File: src/rtl/scariv_muldiv_issue_sched.sv
// Mul/div issue scheduler: holds dispatched ops, tracks operand wakeup, issues the oldest ready op.
// Optional SCARIV_MULDIV_SCHED_PERF_EN adds issue and stall performance counters.
module scariv_muldiv_issue_sched #(
   parameter int ENTRY_SIZE = 8,
   parameter int OP_W       = 6,
   parameter int RNID_W     = 7,
   parameter int BR_MASK_W  = 4,
   parameter int TAG_W      = 6
) (
   input  logic                         i_clk,
   input  logic                         i_reset,
   input  logic                         i_disp_valid,
   output logic                         o_disp_ready,
   input  logic [OP_W-1:0]              i_disp_op,
   input  logic                         i_disp_is_div,
   input  logic [TAG_W-1:0]             i_disp_tag,
   input  logic [BR_MASK_W-1:0]         i_disp_br_mask,
   input  logic [RNID_W-1:0]            i_disp_rs1_rnid,
   input  logic                         i_disp_rs1_ready,
   input  logic [RNID_W-1:0]            i_disp_rs2_rnid,
   input  logic                         i_disp_rs2_ready,
   input  logic                         i_wake_valid,
   input  logic [RNID_W-1:0]            i_wake_rnid,
   input  logic                         i_pipe_stall,
   output logic                         o_issue_valid,
   output logic [OP_W-1:0]              o_issue_op,
   output logic [TAG_W-1:0]             o_issue_tag,
   output logic [BR_MASK_W-1:0]         o_issue_br_mask,
   output logic [ENTRY_SIZE-1:0]        o_issue_index_oh,
   input  logic                         i_div_done,
   input  logic                         i_commit_flush,
   input  logic                         i_br_update,
   input  logic [$clog2(BR_MASK_W)-1:0] i_br_tag,
   input  logic                         i_br_mispredict
`ifdef SCARIV_MULDIV_SCHED_PERF_EN
   ,
   output logic [31:0]                  o_perf_issue_cnt,
   output logic [31:0]                  o_perf_stall_cnt
`endif
);

   localparam int IDX_W = $clog2(ENTRY_SIZE);

   logic [ENTRY_SIZE-1:0] valid_q, valid_d;
   logic [ENTRY_SIZE-1:0] is_div_q, is_div_d;
   logic [ENTRY_SIZE-1:0] rs1_rdy_q, rs1_rdy_d;
   logic [ENTRY_SIZE-1:0] rs2_rdy_q, rs2_rdy_d;
   logic [OP_W-1:0]       op_q [ENTRY_SIZE];
   logic [OP_W-1:0]       op_d [ENTRY_SIZE];
   logic [TAG_W-1:0]      tag_q [ENTRY_SIZE];
   logic [TAG_W-1:0]      tag_d [ENTRY_SIZE];
   logic [BR_MASK_W-1:0]  br_mask_q [ENTRY_SIZE];
   logic [BR_MASK_W-1:0]  br_mask_d [ENTRY_SIZE];
   logic [RNID_W-1:0]     rs1_rnid_q [ENTRY_SIZE];
   logic [RNID_W-1:0]     rs1_rnid_d [ENTRY_SIZE];
   logic [RNID_W-1:0]     rs2_rnid_q [ENTRY_SIZE];
   logic [RNID_W-1:0]     rs2_rnid_d [ENTRY_SIZE];
   // age_q[i][j] = 1: entry j is older than entry i
   logic [ENTRY_SIZE-1:0] age_q [ENTRY_SIZE];
   logic [ENTRY_SIZE-1:0] age_d [ENTRY_SIZE];
   logic                  div_busy_q, div_busy_d;
   logic [BR_MASK_W-1:0]  div_mask_q, div_mask_d;

   logic [ENTRY_SIZE-1:0] kill;
   logic [ENTRY_SIZE-1:0] eligible;
   logic [ENTRY_SIZE-1:0] sel_oh;
   logic [BR_MASK_W-1:0]  br_clr;
   logic [IDX_W-1:0]      free_idx;
   logic                  disp_fire;
   logic                  disp_kill;
   logic                  issue_fire;
   logic                  div_issue;
   logic                  mispred;
   logic [OP_W-1:0]       sel_op;
   logic [TAG_W-1:0]      sel_tag;
   logic [BR_MASK_W-1:0]  sel_br_mask;

   assign o_disp_ready = ~&valid_q;
   assign disp_fire    = i_disp_valid & o_disp_ready;
   assign mispred      = i_br_update & i_br_mispredict;

   always_comb begin
      br_clr = '0;
      if (i_br_update && !i_br_mispredict) begin
         br_clr[i_br_tag] = 1'b1;
      end
      free_idx = '0;
      for (int i = ENTRY_SIZE - 1; i >= 0; i--) begin
         if (!valid_q[i]) begin
            free_idx = IDX_W'(i);
         end
      end
      for (int i = 0; i < ENTRY_SIZE; i++) begin
         kill[i]     = i_commit_flush | (mispred & br_mask_q[i][i_br_tag]);
         eligible[i] = valid_q[i] & rs1_rdy_q[i] & rs2_rdy_q[i] & ~kill[i] &
                       (~is_div_q[i] | ~div_busy_q);
      end
      for (int i = 0; i < ENTRY_SIZE; i++) begin
         sel_oh[i] = eligible[i] & ~|(age_q[i] & eligible);
      end
      sel_op      = '0;
      sel_tag     = '0;
      sel_br_mask = '0;
      for (int i = 0; i < ENTRY_SIZE; i++) begin
         if (sel_oh[i]) begin
            sel_op      = sel_op | op_q[i];
            sel_tag     = sel_tag | tag_q[i];
            sel_br_mask = sel_br_mask | br_mask_q[i];
         end
      end
      issue_fire = |eligible & ~i_pipe_stall & ~i_commit_flush;
      div_issue  = issue_fire & |(sel_oh & is_div_q);
   end

   assign o_issue_valid    = issue_fire;
   assign o_issue_op       = issue_fire ? sel_op : '0;
   assign o_issue_tag      = issue_fire ? sel_tag : '0;
   assign o_issue_br_mask  = issue_fire ? (sel_br_mask & ~br_clr) : '0;
   assign o_issue_index_oh = issue_fire ? sel_oh : '0;
   assign disp_kill        = i_commit_flush | (mispred & i_disp_br_mask[i_br_tag]);

   always_comb begin
      is_div_d   = is_div_q;
      op_d       = op_q;
      tag_d      = tag_q;
      rs1_rnid_d = rs1_rnid_q;
      rs2_rnid_d = rs2_rnid_q;
      age_d      = age_q;
      for (int i = 0; i < ENTRY_SIZE; i++) begin
         valid_d[i]   = valid_q[i] & ~kill[i] & ~(issue_fire & sel_oh[i]);
         rs1_rdy_d[i] = rs1_rdy_q[i] | (i_wake_valid & (rs1_rnid_q[i] == i_wake_rnid));
         rs2_rdy_d[i] = rs2_rdy_q[i] | (i_wake_valid & (rs2_rnid_q[i] == i_wake_rnid));
         br_mask_d[i] = br_mask_q[i] & ~br_clr;
      end
      if (disp_fire) begin
         valid_d[free_idx]    = ~disp_kill;
         is_div_d[free_idx]   = i_disp_is_div;
         op_d[free_idx]       = i_disp_op;
         tag_d[free_idx]      = i_disp_tag;
         br_mask_d[free_idx]  = i_disp_br_mask & ~br_clr;
         rs1_rnid_d[free_idx] = i_disp_rs1_rnid;
         rs2_rnid_d[free_idx] = i_disp_rs2_rnid;
         rs1_rdy_d[free_idx]  = i_disp_rs1_ready |
                                (i_wake_valid & (i_disp_rs1_rnid == i_wake_rnid));
         rs2_rdy_d[free_idx]  = i_disp_rs2_ready |
                                (i_wake_valid & (i_disp_rs2_rnid == i_wake_rnid));
         // stale column bits from a previous occupant of this slot are cleared here
         for (int r = 0; r < ENTRY_SIZE; r++) begin
            age_d[r][free_idx] = 1'b0;
         end
         age_d[free_idx] = valid_q;
      end

      div_mask_d = div_mask_q & ~br_clr;
      div_busy_d = div_busy_q;
      if (i_commit_flush) begin
         div_busy_d = 1'b0;
      end else if (div_issue) begin
         div_busy_d = 1'b1;
         div_mask_d = sel_br_mask & ~br_clr;
      end else if (i_div_done || (mispred && div_mask_q[i_br_tag])) begin
         div_busy_d = 1'b0;
      end
   end

   always_ff @(posedge i_clk or posedge i_reset) begin
      if (i_reset) begin
         valid_q    <= '0;
         is_div_q   <= '0;
         rs1_rdy_q  <= '0;
         rs2_rdy_q  <= '0;
         div_busy_q <= 1'b0;
         div_mask_q <= '0;
         for (int i = 0; i < ENTRY_SIZE; i++) begin
            op_q[i]       <= '0;
            tag_q[i]      <= '0;
            br_mask_q[i]  <= '0;
            rs1_rnid_q[i] <= '0;
            rs2_rnid_q[i] <= '0;
            age_q[i]      <= '0;
         end
      end else begin
         valid_q    <= valid_d;
         is_div_q   <= is_div_d;
         rs1_rdy_q  <= rs1_rdy_d;
         rs2_rdy_q  <= rs2_rdy_d;
         div_busy_q <= div_busy_d;
         div_mask_q <= div_mask_d;
         op_q       <= op_d;
         tag_q      <= tag_d;
         br_mask_q  <= br_mask_d;
         rs1_rnid_q <= rs1_rnid_d;
         rs2_rnid_q <= rs2_rnid_d;
         age_q      <= age_d;
      end
   end

`ifdef SCARIV_MULDIV_SCHED_PERF_EN
   logic [31:0] perf_issue_q, perf_stall_q;

   always_ff @(posedge i_clk or posedge i_reset) begin
      if (i_reset) begin
         perf_issue_q <= '0;
         perf_stall_q <= '0;
      end else begin
         if (issue_fire) begin
            perf_issue_q <= perf_issue_q + 32'd1;
         end
         if (|eligible && i_pipe_stall) begin
            perf_stall_q <= perf_stall_q + 32'd1;
         end
      end
   end

   assign o_perf_issue_cnt = perf_issue_q;
   assign o_perf_stall_cnt = perf_stall_q;
`endif

endmodule

File: config.mk
export PLATFORM = sky130hd
export DESIGN_NAME = scariv_muldiv_issue_sched
export DESIGN_NICKNAME = d
export VERILOG_FILES = /design/src/rtl/scariv_muldiv_issue_sched.sv
export SDC_FILE = /design/constraint.sdc
export NUM_CORES = 1
export LEC_CHECK = 0
export CAP_MARGIN = 20
export CORE_AREA = 2 2 177 179
export CTS_BUF_LIST = sky130_fd_sc_hd__clkbuf_2 sky130_fd_sc_hd__clkbuf_4 sky130_fd_sc_hd__clkbuf_8
export DETAILED_ROUTE_END_ITERATION = 10
export DIE_AREA = 0 0 179 181
export PLACE_DENSITY = 0.76
export SLEW_MARGIN = 20
export SYNTH_ARGS = -nofsm -noshare
export SYNTH_HDL_FRONTEND = slang
export SYNTH_SLANG_ARGS = --single-unit
File: constraint.sdc
create_clock -name i_clk -period 13.7 [get_ports i_clk]
set_input_delay 4.11 -clock i_clk [delete_from_list [all_inputs] [get_ports i_clk]]
set_output_delay 4.11 -clock i_clk [all_outputs]
set_load 0.005 [all_outputs]
# [Word-level counts from Yosys, hierarchy flattened]
# Index checks and enable logic that the tools add are counted.
[classes] n_mul=0 bitwise=211 shift=0 reduce_logical=28 n_eq_ne=18 n_lt_le_gt_ge=6 n_mux=88 addsub=0 div_mod_pow=0
[ops] operator="$and 8x8->8" count=17
[ops] operator="$eq 7x7->1" count=18
[ops] operator="$mux 6" count=19
[ops] operator="$bwmux 56" count=2
[ops] operator="$and 1x1->1" count=96
[ops] operator="$bwmux 48" count=2
[ops] operator="$or 6x6->6" count=14
[ops] operator="$reduce_or 8->1" count=10
[ops] operator="$bwmux 64" count=1
[ops] operator="$mux 4" count=13
[ops] operator="$and 4x4->4" count=11
[ops] operator="$mux 8" count=5
[ops] operator="$or 1x1->1" count=35
[ops] operator="$bwmux 32" count=1
[ops] operator="$bwmux 8" count=4
[ops] operator="$mux 32" count=1
[ops] operator="$not 1->1" count=28
[ops] operator="$or 4x4->4" count=7
[ops] operator="$demux 8 s3" count=1
[ops] operator="$mux 3" count=8
[ops] operator="$demux 7 s3" count=1
[ops] operator="$bmux 1 s2" count=10
[ops] operator="$demux 6 s3" count=1
[ops] operator="$mux 1" count=15
[ops] operator="other kinds (18)" count=31
[totals] regBits=341 romBits=0 n_memories=0 ram_bits=0 latchBits=0 out_inout_bits=26

# [Logic depth before layout (Yosys ltp)]
# Gate-level depths: netlist (run 1).
[logic_depth] ltp_word=29 mapped_depth=12 depth_no_buf=8

# [Worst setup path before layout (run 1)]
# No wires, ideal clock.
[synth_path] kind="in2out" start="input port i_br_tag[0]" end="output port o_issue_op[1]" stages=11 setup_slack_ns=3.316 path_buffers=3 arrival_time_ns=6.274 path_cell_list="buf_4 -> and3b_2 -> a221oi_2 -> and2_2 -> a2111oi_1 -> and3_1 -> buf_6 -> buf_2 -> a22o_1 -> a221oi_1 -> a31oi_1"
[synth_between] elab_chain_len=27
[synth_rtl] item="from (decl)" line="33" text="input logic [$clog2(BR_MASK_W)-1:0] i_br_tag,"
[synth_rtl] item="$bmux 1 s2" line="94" text="kill[i] = i_commit_flush | (mispred & br_mask_q[i][i_br_tag]);"
[synth_rtl] item="$mux 1 (not written as such)" line="94"
[synth_rtl] item="$and 1x1->1" line="94"
[synth_rtl] item="$or 1x1->1" line="94"
[synth_rtl] item="$not 1->1" line="95" text="eligible[i] = valid_q[i] & rs1_rdy_q[i] & rs2_rdy_q[i] & ~kill[i] &"
[synth_rtl] item="$and 1x1->1 (2 in a row)" line="95"
[synth_rtl] item="$and 8x8->8" line="99" text="sel_oh[i] = eligible[i] & ~|(age_q[i] & eligible);"
[synth_rtl] item="$reduce_or 8->1" line="99"
[synth_rtl] item="[... 10 more ...]"
[synth_rtl] item="$mux 6" line="105" text="if (sel_oh[i]) begin"
[synth_rtl] item="$or 6x6->6" line="106" text="sel_op = sel_op | op_q[i];"
[synth_rtl] item="$mux 6" line="105"
[synth_rtl] item="$or 6x6->6" line="106"
[synth_rtl] item="$mux 6" line="105"
[synth_rtl] item="$or 6x6->6" line="106"
[synth_rtl] item="$mux 6" line="105"
[synth_rtl] item="$mux 6 *" line="116" text="assign o_issue_op = issue_fire ? sel_op : '0;"
[synth_rtl] item="to (decl)" line="26" text="output logic [OP_W-1:0] o_issue_op,"
# Every way passes the cells marked *; elsewhere a longest branch is shown, timed or not. The select of a mux whose other input is x is not followed.

# [Final worst setup path (run 1)]
[layout_path] start="input port i_br_tag[1]" end="output port o_issue_br_mask[3]"
[layout_between] elab_chain_len=28
[layout_rtl] item="$bmux 1 s2" line="94"
[layout_rtl] item="$mux 1 (not written as such)" line="94"
[layout_rtl] item="$and 1x1->1" line="94"
[layout_rtl] item="$or 1x1->1" line="94"
[layout_rtl] item="$not 1->1" line="95"
[layout_rtl] item="$and 1x1->1 (2 in a row)" line="95"
[layout_rtl] item="$and 8x8->8" line="99"
[layout_rtl] item="$reduce_or 8->1" line="99"
[layout_rtl] item="[... 11 more ...]"
[layout_rtl] item="$or 4x4->4" line="108" text="sel_br_mask = sel_br_mask | br_mask_q[i];"
[layout_rtl] item="$mux 4" line="105"
[layout_rtl] item="$or 4x4->4" line="108"
[layout_rtl] item="$mux 4" line="105"
[layout_rtl] item="$or 4x4->4" line="108"
[layout_rtl] item="$mux 4" line="105"
[layout_rtl] item="$and 4x4->4" line="118" text="assign o_issue_br_mask = issue_fire ? (sel_br_mask & ~br_clr) : '0;"
[layout_rtl] item="$mux 4 *" line="118"
[layout_rtl] item="to (decl)" line="28" text="output logic [BR_MASK_W-1:0] o_issue_br_mask,"
# Marks and branches as above.

==> metrics.cfg, run 1 <==
[power_and_ir_drop]
p_per_area_nw_per_um2=127
vdd_drop_max_mv=0.0978
leakagePower_uw=0.00881

[worst_setup_path]
crit_end=o_issue_br_mask[3]
cpMaxStageDelayCell=clkdlybuf4s50_1
cp_max_fo=18
cp-startpoint=i_br_tag[1]
arrival_ns=8.74
timing.reg2reg.setup_slack_ns=9.97
cp_data_required_time_ns=9.59
cpPeakStageDelay_ns=1.05
r2r_cells=8
cp_common_cell=clkdlybuf4s50_1
path_cells=clkdlybuf4s50_1, mux2_1, a221oi_4, nand3b_1, a2111oi_1, and3_1, a2111oi_0, a31oi_1, and2_1, clkdlybuf4s50_1
path_depth=10
critPathLaunchType=input pin
worst_setup_path_end_kind=output port
r2r_start=br_mask_q[11]
critPathTopFamily=buffers and inverters
crit_buf_inv=2
critical_path_class=in -> out
reg2reg_to=div_mask_q[0]

[floorplan]
die_y_um=181
start_util_pct=54.3
fp.coreArea_um2=30300
io_pins=77
dieArea_um2=32400
rows=64
die_w_um=179

[sta]
slew_viol_final=0
max_freq_mhz=77.8
tightest_slew_ns=1.13
period_share_pct=93.8
rsz0062_at_grt=false
timing.slew.headroom_pct=24.6
report.final.hold_viol_count=0
tns_ns=0
period_minus_slack_ns=12.85
finalSetupViolCount=0
fin_hold_ws_ns=0.477
clock_skew_ns=0.0265

[clock_network]
cts_setup_buffers=0
cts_tree=yes
ctsHtreeMaxLevel=2
cts_root_buffer=clkbuf_8
numCtsBuffers=56
clock_latency_ns=0.60
clk_pin_slew_ns=0.06
clkSinkCount=341
hold_buffers=0
post_cts_resized=0
ctsLongestPathBuffers=3

[global_routing]
top_usage_layer=met2
grt_use_met3_pct=5.26
grt_max_degree=201
antenna_found_initial=1
use_met2_pct=50.1
grt_remaining_overflow=0
grt_use_met1_pct=43.5
grt_first_pass_wirelength_mm=79.1
grt_pass1_vias=14000
track_usage_pct=31.8

[synth]
ys_seq_area_share_pct=51.8
synth_seq_cells=341
synthDistinctLibCells=72
synth.top_cell.area_share_pct=51.8
synth_edf_count=0
synth.area.top_cells=dfrtp_1, nand2_1, xnor2_1
synthesis.nets=1888
netlist_area_um2=16500
synth.yosys.warnings=0
synth_cells=1837
ys.flop_type=dfrtp_1
synth_largest_area_cell=dfrtp_1
avgSynthCellArea_um2=8.98
async_flop_share_pct=100

[cells_and_area]
fin_cells=2303
synthToLayoutAreaGrowth_pct=13.7
finish.utilization_pct=61.8
seq_area_um2=8530
multi_input_area_um2=7410
fin_nets=1914
nFillCells=2499
drive_gt1_share_pct=11.1

[min_path]
whs_path_depth=2
hold_class=reg -> reg

[routing]
viasPerCell=6.01
drt_pass1_iterations=6
wl_per_cell_um=21.8
ant_nets=0
first_iter_violations=1633
drcViolationCount=0
vias=13800
finalWirelength_mm=50.2

[outcome]
status=completed

[place]
place.gp.congestion=0.990
portBuffers=76
dpl.hpwl_mm=30.5
place_inst=2198

[run]
maxCapViolations=0

==> layout by cell type, fill, tap and decap left out, types with 20 or more instances in the layout <==
cell / netlist / routed
buf_4: 1 / 28
nor2_1: 91 / 86
a21oi_1: 66 / 66
a22oi_1: 35 / 35
nand2_1: 693 / 693
nand4_1: 34 / 34
clkbuf_4: 0 / 26
clkbuf_8: 0 / 68
clkdlybuf4s50_1: 0 / 76
nand3_1: 23 / 20
xnor2_1: 114 / 114
o21ai_0: 22 / 22
nor3_1: 21 / 21
mux2_2: 35 / 35
dfrtp_1: 341 / 341
==> flip-flops by register name, summed over array words and instances (netlist names), 8 cells and up, named ones only <==
name,flops
valid_q,8
rs1_rdy_q,8
rs1_rnid_q,56
br_mask_q,32
rs2_rdy_q,8
age_q,56
is_div_q,8
tag_q,48
rs2_rnid_q,56
op_q,48
==> per-layer routing <==
layer	routed length, µm	up-vias
met3	4470	163
li1	-	6114
met2	23500	762
met4	2060	0
met5	0	-
met1	20100	6798
==> worst reg2reg max path, cell delays in order, from the launching register on <==
cell and delay (ns):
dfrtp_1 0.42, mux2_1 0.36, a221oi_4 0.38, nand3b_1 0.13, a2111oi_1 0.38, and3_1 0.94
a22oi_2 0.22, a41oi_4 0.41, mux2_2 0.39
==> worst min-delay path by stage <==
stage               slack (ns)       from   endpoint
global placement          0.46    op_q[8]    op_q[8]
finish                    0.48  tag_q[41]  tag_q[41]
global route              0.49   op_q[31]   op_q[31]
detailed placement        0.46   op_q[42]   op_q[42]
floorplan                 0.44  age_q[20]  age_q[20]
CTS                       0.48   op_q[42]   op_q[42]
==> power breakdown <==
| part | total, µW | internal [µW] | switching [µW] |
|---|---|---|---|
| Clock | 931 | 519 | 411 |
| Sequential | 1170 | 1100 | 68.2 |
| Combinational | 277 | 110 | 167 |
| Total | 2380 | 1730 | 646 |
==> through the flow <==
step	power, µW	instance area, µm²	worst slack (ns)
6_report	2380	18700	0.850
5_1_grt	2470	18700	0.688
4_1_cts	2380	18700	0.985
3_5_place_dp	1460	17500	0.983
3_3_place_gp	1440	17500	1.16
2_1_floorplan	1360	16500	0.138
==> cell usage after synthesis (5+ instances only) <==
cell type	number
mux2i_1	12
a22o_1	13
nor4b_1	8
xnor2_1	114
nand4_1	34
nand3_1	23
clkbuf_1	113
and2_1	17
nand2b_1	8
a222oi_1	5
mux2_2	35
a221oi_1	12
o21ai_0	22
nor2_1	91
nor2b_1	13
buf_1	11
nand2_1	693
nor3_1	21
inv_1	10
a31oi_1	17
buf_2	11
and3_1	11
dfrtp_1	341
a22oi_1	35
a21oi_1	66
xor2_1	12
==> layout make-up <==
cell class              instances  share of cell area [%]
multi-input cells            1346                    39.6
diodes                          1                  0.0134
flip-flops and latches        341                    45.5
well taps                     396                    2.64
inverters                      10                   0.240
repair buffers                108                    5.69
clock buffers                  94                    6.04
clock inverters                 7                   0.287
==> cells by family (layout without fill, tap and decap cells) <==
family | after synthesis | in the layout | synth area share, %
flip-flops | 341 | 341 | 51.8
buffers and inverters | 150 | 219 | 3.70
AO/OA/AOI/OAI | 215 | 215 | 9.48
XOR/XNOR | 126 | 126 | 6.69
other | 0 | 1 | 0
multiplexers | 56 | 56 | 3.96
AND/OR/NAND/NOR | 949 | 949 | 24.4
Power figures use the tool's default switching activity.
==> run 2, diff against run 1 <==
Settings changed: SKIP_LAST_GASP from default to 1.
==> results of run 2 <==
Final layout, timing and power as in run 1 (identical DEF).
